File: config.mk
export PLATFORM = sky130hd
export DESIGN_NAME = if_id_buffer
export DESIGN_NICKNAME = d
export VERILOG_FILES = /design/src/rtl/if_id_buffer.sv
export SDC_FILE = /design/constraint.sdc
export NUM_CORES = 1
export LEC_CHECK = 0
export ABC_AREA = 1
export CAP_MARGIN = 0
export CORE_MARGIN = 2
export CORE_UTILIZATION = 41
export DETAILED_ROUTE_END_ITERATION = 8
export PLACE_DENSITY = 0.69
export SETUP_SLACK_MARGIN = 0.15
export SKIP_CTS_REPAIR_TIMING = 1
export SLEW_MARGIN = 10
export SYNTH_ARGS = -nofsm -noshare
export SYNTH_HDL_FRONTEND = slang
export SYNTH_SLANG_ARGS = --single-unit
export TNS_END_PERCENT = 50
File: constraint.sdc
create_clock -name Clk -period 6.6 [get_ports Clk]
set_input_delay 0.66 -clock Clk [delete_from_list [all_inputs] [get_ports Clk]]
set_output_delay 0.66 -clock Clk [all_outputs]
set_load 0.02 [all_outputs]
File: src/rtl/if_id_buffer.sv
`default_nettype none
// ============================================================================
// Module      : if_id_buffer
// Description : Fetch-to-decode stage buffer. Captures each fetched
//               (PC, instruction) pair in a 2-entry skid FIFO and presents
//               the oldest pair to decode through a valid/ready handshake.
//               Decode stalls propagate back to the PC register via InReady.
//               Flush discards all buffered entries on taken branches/jumps.
//
// Ports       : Clk         rising-edge clock
//               Reset       asynchronous active-low reset
//               PCIn        PC of the fetched instruction
//               InstrIn     instruction memory read data for PCIn
//               InValid     PCIn/InstrIn carry a valid fetch
//               InReady     buffer can accept a fetch (PC register hold)
//               Flush       synchronous kill of all buffered entries
//               OutPC       PC of the head entry
//               OutPCPlus4  OutPC + PC_INC
//               OutInstr    instruction of the head entry (NOP when empty)
//               OutFault    head entry was fetched out of range
//               OutValid    head entry is valid
//               OutReady    decode consumes the head entry this cycle
//
// Options     : IFID_RANGE_CHECK_EN - when defined, fetches at PCIn >=
//               IMEM_LIMIT are stored as NOP_INSTR with the fault bit set.
//               When undefined, the fault path is absent and OutFault = 0.
//
// Revision    : 1.0 - initial release
// ============================================================================
module if_id_buffer #(
`ifdef IFID_RANGE_CHECK_EN
    parameter logic [31:0] IMEM_LIMIT = 32'd36,
`endif
    parameter logic [31:0] NOP_INSTR  = 32'h0000_0000,
    parameter logic [31:0] PC_INC     = 32'd4
) (
    input  logic        Clk,
    input  logic        Reset,
    input  logic [31:0] PCIn,
    input  logic [31:0] InstrIn,
    input  logic        InValid,
    output logic        InReady,
    input  logic        Flush,
    output logic [31:0] OutPC,
    output logic [31:0] OutPCPlus4,
    output logic [31:0] OutInstr,
    output logic        OutFault,
    output logic        OutValid,
    input  logic        OutReady
);

    localparam logic [1:0] c_empty = 2'd0;
    localparam logic [1:0] c_full  = 2'd2;

    logic [31:0] r_pc    [2];
    logic [31:0] r_instr [2];
    logic        r_wrptr;
    logic        r_rdptr;
    logic [1:0]  r_count;

    logic        w_push;
    logic        w_pop;
    logic [31:0] w_instr_st;

`ifdef IFID_RANGE_CHECK_EN
    logic        r_fault [2];
    logic        w_fault_st;

    // Out-of-range fetches are neutralised to a NOP before storage so that
    // decode never acts on garbage read data; the PC is kept for reporting.
    assign w_fault_st = (PCIn >= IMEM_LIMIT);
    assign w_instr_st = w_fault_st ? NOP_INSTR : InstrIn;
`else
    assign w_instr_st = InstrIn;
`endif

    // InReady depends on state only, so upstream never sees a combinational
    // path from decode's OutReady or from Flush.
    assign InReady  = (r_count != c_full);
    assign OutValid = (r_count != c_empty);

    assign w_push = InValid && InReady;
    assign w_pop  = OutValid && OutReady;

    always_ff @(posedge Clk or negedge Reset) begin
        if (!Reset) begin
            r_wrptr <= 1'b0;
            r_rdptr <= 1'b0;
            r_count <= c_empty;
            for (int i = 0; i < 2; i++) begin
                r_pc[i]    <= '0;
                r_instr[i] <= '0;
`ifdef IFID_RANGE_CHECK_EN
                r_fault[i] <= 1'b0;
`endif
            end
        end else if (Flush) begin
            // A push in this cycle was handshaken upstream but is dropped;
            // entry contents are left as they are.
            r_wrptr <= 1'b0;
            r_rdptr <= 1'b0;
            r_count <= c_empty;
        end else begin
            if (w_push) begin
                r_pc[r_wrptr]    <= PCIn;
                r_instr[r_wrptr] <= w_instr_st;
`ifdef IFID_RANGE_CHECK_EN
                r_fault[r_wrptr] <= w_fault_st;
`endif
                r_wrptr          <= ~r_wrptr;
            end
            if (w_pop) begin
                r_rdptr <= ~r_rdptr;
            end
            case ({w_push, w_pop})
                2'b10:   r_count <= r_count + 2'd1;
                2'b01:   r_count <= r_count - 2'd1;
                default: r_count <= r_count;
            endcase
        end
    end

    // Head outputs are forced to neutral values while the buffer is empty so
    // that decode sees a NOP rather than stale entry data.
    assign OutPC      = OutValid ? r_pc[r_rdptr] : '0;
    assign OutPCPlus4 = OutValid ? (r_pc[r_rdptr] + PC_INC) : '0;
    assign OutInstr   = OutValid ? r_instr[r_rdptr] : NOP_INSTR;
`ifdef IFID_RANGE_CHECK_EN
    assign OutFault   = OutValid ? r_fault[r_rdptr] : 1'b0;
`else
    assign OutFault   = 1'b0;
`endif

endmodule
`default_nettype wire

==> impl_metrics.yaml <==
outcome:
  outcome: "finished clean"
critical_path:
  slowest_delay_ns: 0.59
  cp_common_cell: "nand2_1"
  worst_setup_path_start_kind: "flip-flop"
  crit_chain: "clkinv_4, o21ai_0, ha_1, nand2_1, nor2_4, nand2_1, nor2_4, nand2_1, nand2_1, nand2_1, inv_1, clkdlybuf4s50_1"
  worstSetupPathType: "flip-flop to output port"
  critPathArrivalTime_ns: 3.35
  slowest_stage: "clkdlybuf4s50_1"
  critPathMaxFanout: 72
  cp_data_required_time_ns: 5.94
  end_kind: "output port"
sta:
  final.setup.tns_ns: 0
  post-route-worst-setup-slack_ns: 2.59
  rsz0062_at_grt: "no"
  fmax_mhz: 250
  slew_viol_final: 0
  tightestPinTransition_ns: 0.848
  setup_viol: 0
  hold_viol: 0
  max-slew-margin-rel: 0.434
  skew_ns: 0.0117
  finalCritPeriodShare: 0.607
  period_minus_slack_ns: 4.01
synthesis:
  synthDistinctLibCells: 26
  avgSynthCellArea_um2: 6.91
  synthDominantCellAreaShare: 0.463
  synth.net_count: 1103
  ys.warnings.count: 0
  yosys.area.top_type: "dfrtp_1"
  synthTopCellsByArea: "dfrtp_1 46%, nand2_1 21%, o21ai_0 9.7%, inv_1 7.3%, a21oi_1 3.5%"
  synth_area_um2: 7140
  ys_ff_latch: 132
  syn_inst: 1033
  seq_area_frac_synth: 0.463
layout:
  layout_common_cells: "396 x nand2_1, 165 x clkdlybuf4s50_1, 138 x inv_1, 138 x o21ai_0, 131 x dfrtp_1"
  final_common_cell: "nand2_1"
  nets: 1237
  drive_above_1_share: 0.0542
  syn2layout_area_growth_pct: 32.4
  multi_input_area_um2: 3050
  fillCellCount: 1738
  regArea_um2: 3300
  antenna_cells: 0
power_and_ir_drop:
  clockPowerShare: 0.209
  power_density_nw_per_um2: 469
  cellLeakagePower_uw: 0.00465
  switching_share: 0.414
  switching_power_uw: 1840
  pwr-share-seq: 0.311
  p_int_uw: 2600
  ir_drop_uv: 263
  combPwrFrac: 0.481
floorplanning:
  row_count: 48
  die_x_um: 136
  start_util: 0.416
  die_h_um: 136
  io_pins: 168
  coreArea_um2: 17200
  fp.dieArea_um2: 18500
job:
  maxCapViolCount: 0
cts:
  cts_buffers: 17
  cts_sinks: 132
  clockBufferDepth: 2
  insertion_delay_ns: 0.41
  cts_tree: "done"
  cts_root_buf: "clkbuf_16"
  htreeDepth: 4
  clkTransAtPathRegs_ns: 0.06
global_route:
  antenna_found_initial: 1
  grt_start_max_net_pins: 74
  grt_overflow_total: 0
  grt_use_total: 0.210
  grt_pass1_vias: 6359
  grt_pass1_wl_um: 30700
detailed_routing:
  first_pass_iters: 5
  wire_per_inst_um: 13.0
  viasPerCell: 4.75
  first_iter_violations: 364
  drcViolationCount: 0
  vias: 6672
  drtAntennaViolNets: 0
  wirelength_um: 18300
place:
  dp_hpwl_um: 12300
  place_ws_ns: 2.98
  place_congestion: 0.880
  port_buffers: 166
worst_hold_path:
  hold_path.class: "input port to asynchronous set/reset pin"
==> critical path: cells and delay by family (launching register included) <==
kind | cells | cell delay, ns
adder cells (fa/ha/maj) | 1 | 0.22
AO/OA/AOI/OAI | 1 | 0.42
flip-flops | 1 | 0.39
buffers and inverters | 3 | 1.08
AND/OR/NAND/NOR | 7 | 0.84
==> sequential cells by signal, summed over array words and instances (netlist names) <==
signal,flops
r_instr,64
r_pc,64
r_count,2
r_rdptr,1
r_wrptr,1
==> stage by stage <==
step | util | power (uW) | hold slack [ns] | cell area, um^2 | std cells
after global placement | 0.516 | 3490 | 0.465 | 8870 | 1373
after global routing | 0.550 | 4800 | 0.413 | 9450 | 1405
after floorplan | - | 2690 | 0.364 | 7140 | 1033
after CTS | 0.550 | 4470 | 0.380 | 9450 | 1405
after detailed placement | 0.516 | 3530 | 0.473 | 8870 | 1373
final | 0.550 | 4440 | 0.345 | 9450 | 1405
==> path summary, 6_finish.rpt <==
kind	from	slack [ns]	endpoint	depth (start not counted)
setup / recovery	r_rdptr$_DFFE_PN0P_	2.59	OutPCPlus4[22]	12
hold / removal	Reset	0.34	r_instr[23]$_DFFE_PN0P_	1
setup reg to reg	r_count[0]$_DFFE_PN0P_	4.26	r_instr[12]$_DFFE_PN0P_	8
hold reg to reg	r_pc[59]$_DFFE_PN0P_	0.48	r_pc[59]$_DFFE_PN0P_	2
max in group asynchronous	Reset	4.86	r_pc[55]$_DFFE_PN0P_	2
min in group Clk	r_pc[59]$_DFFE_PN0P_	0.48	r_pc[59]$_DFFE_PN0P_	2
==> power groups by stage <==
stage | registers, uW | clock network [uW] | logic (uW)
floorplan | 1340 | 0 | 1350
global placement | 1370 | 0 | 2120
detailed placement | 1390 | 0 | 2140
CTS | 1380 | 943 | 2150
global route | 1430 | 985 | 2390
finish | 1380 | 925 | 2130
==> layout make-up <==
type / instances / share of cell area
well taps: 225 / 0.0298
multi-input cells: 705 / 0.323
clock inverters: 12 / 0.0138
clock buffers: 20 / 0.0483
repair buffers: 171 / 0.179
flip-flops and latches: 132 / 0.350
inverters: 140 / 0.0561
==> metal layers <==
metal  global-route usage  up-vias  wire [um]
li1                     -     3425          -
met1                0.289     3033       8640
met2                0.336      194       8310
met3               0.0500       20       1140
met4               0.0521        0        238
met5                    0        -          0
==> cell usage after synthesis, drive strengths merged <==
cell    instances
xnor2           1
nand3          23
o21ai         143
nor3            1
o21a            2
clkinv          1
nand2         406
ha              1
buf            28
inv           139
xor2            1
conb            1
dfrtp         132
a21oi          50
clkbuf         28
nand4           2
nor2           74
==> kinds of logic (layout without fill, tap and decap cells) <==
group / count (synthesis) / after routing / synth area share
AOI/OAI and AO/OA: 195 / 195 / 0.137
xor gates and xnor gates: 2 / 2 / 0.00245
adders and majority gates: 1 / 1 / 0.00175
buffers and inverters: 196 / 343 / 0.114
DFF: 132 / 132 / 0.463
other: 1 / 1 / 0.000525
and+or+nand+nor: 506 / 506 / 0.282
No activity file was read; power rests on OpenSTA's default activity.
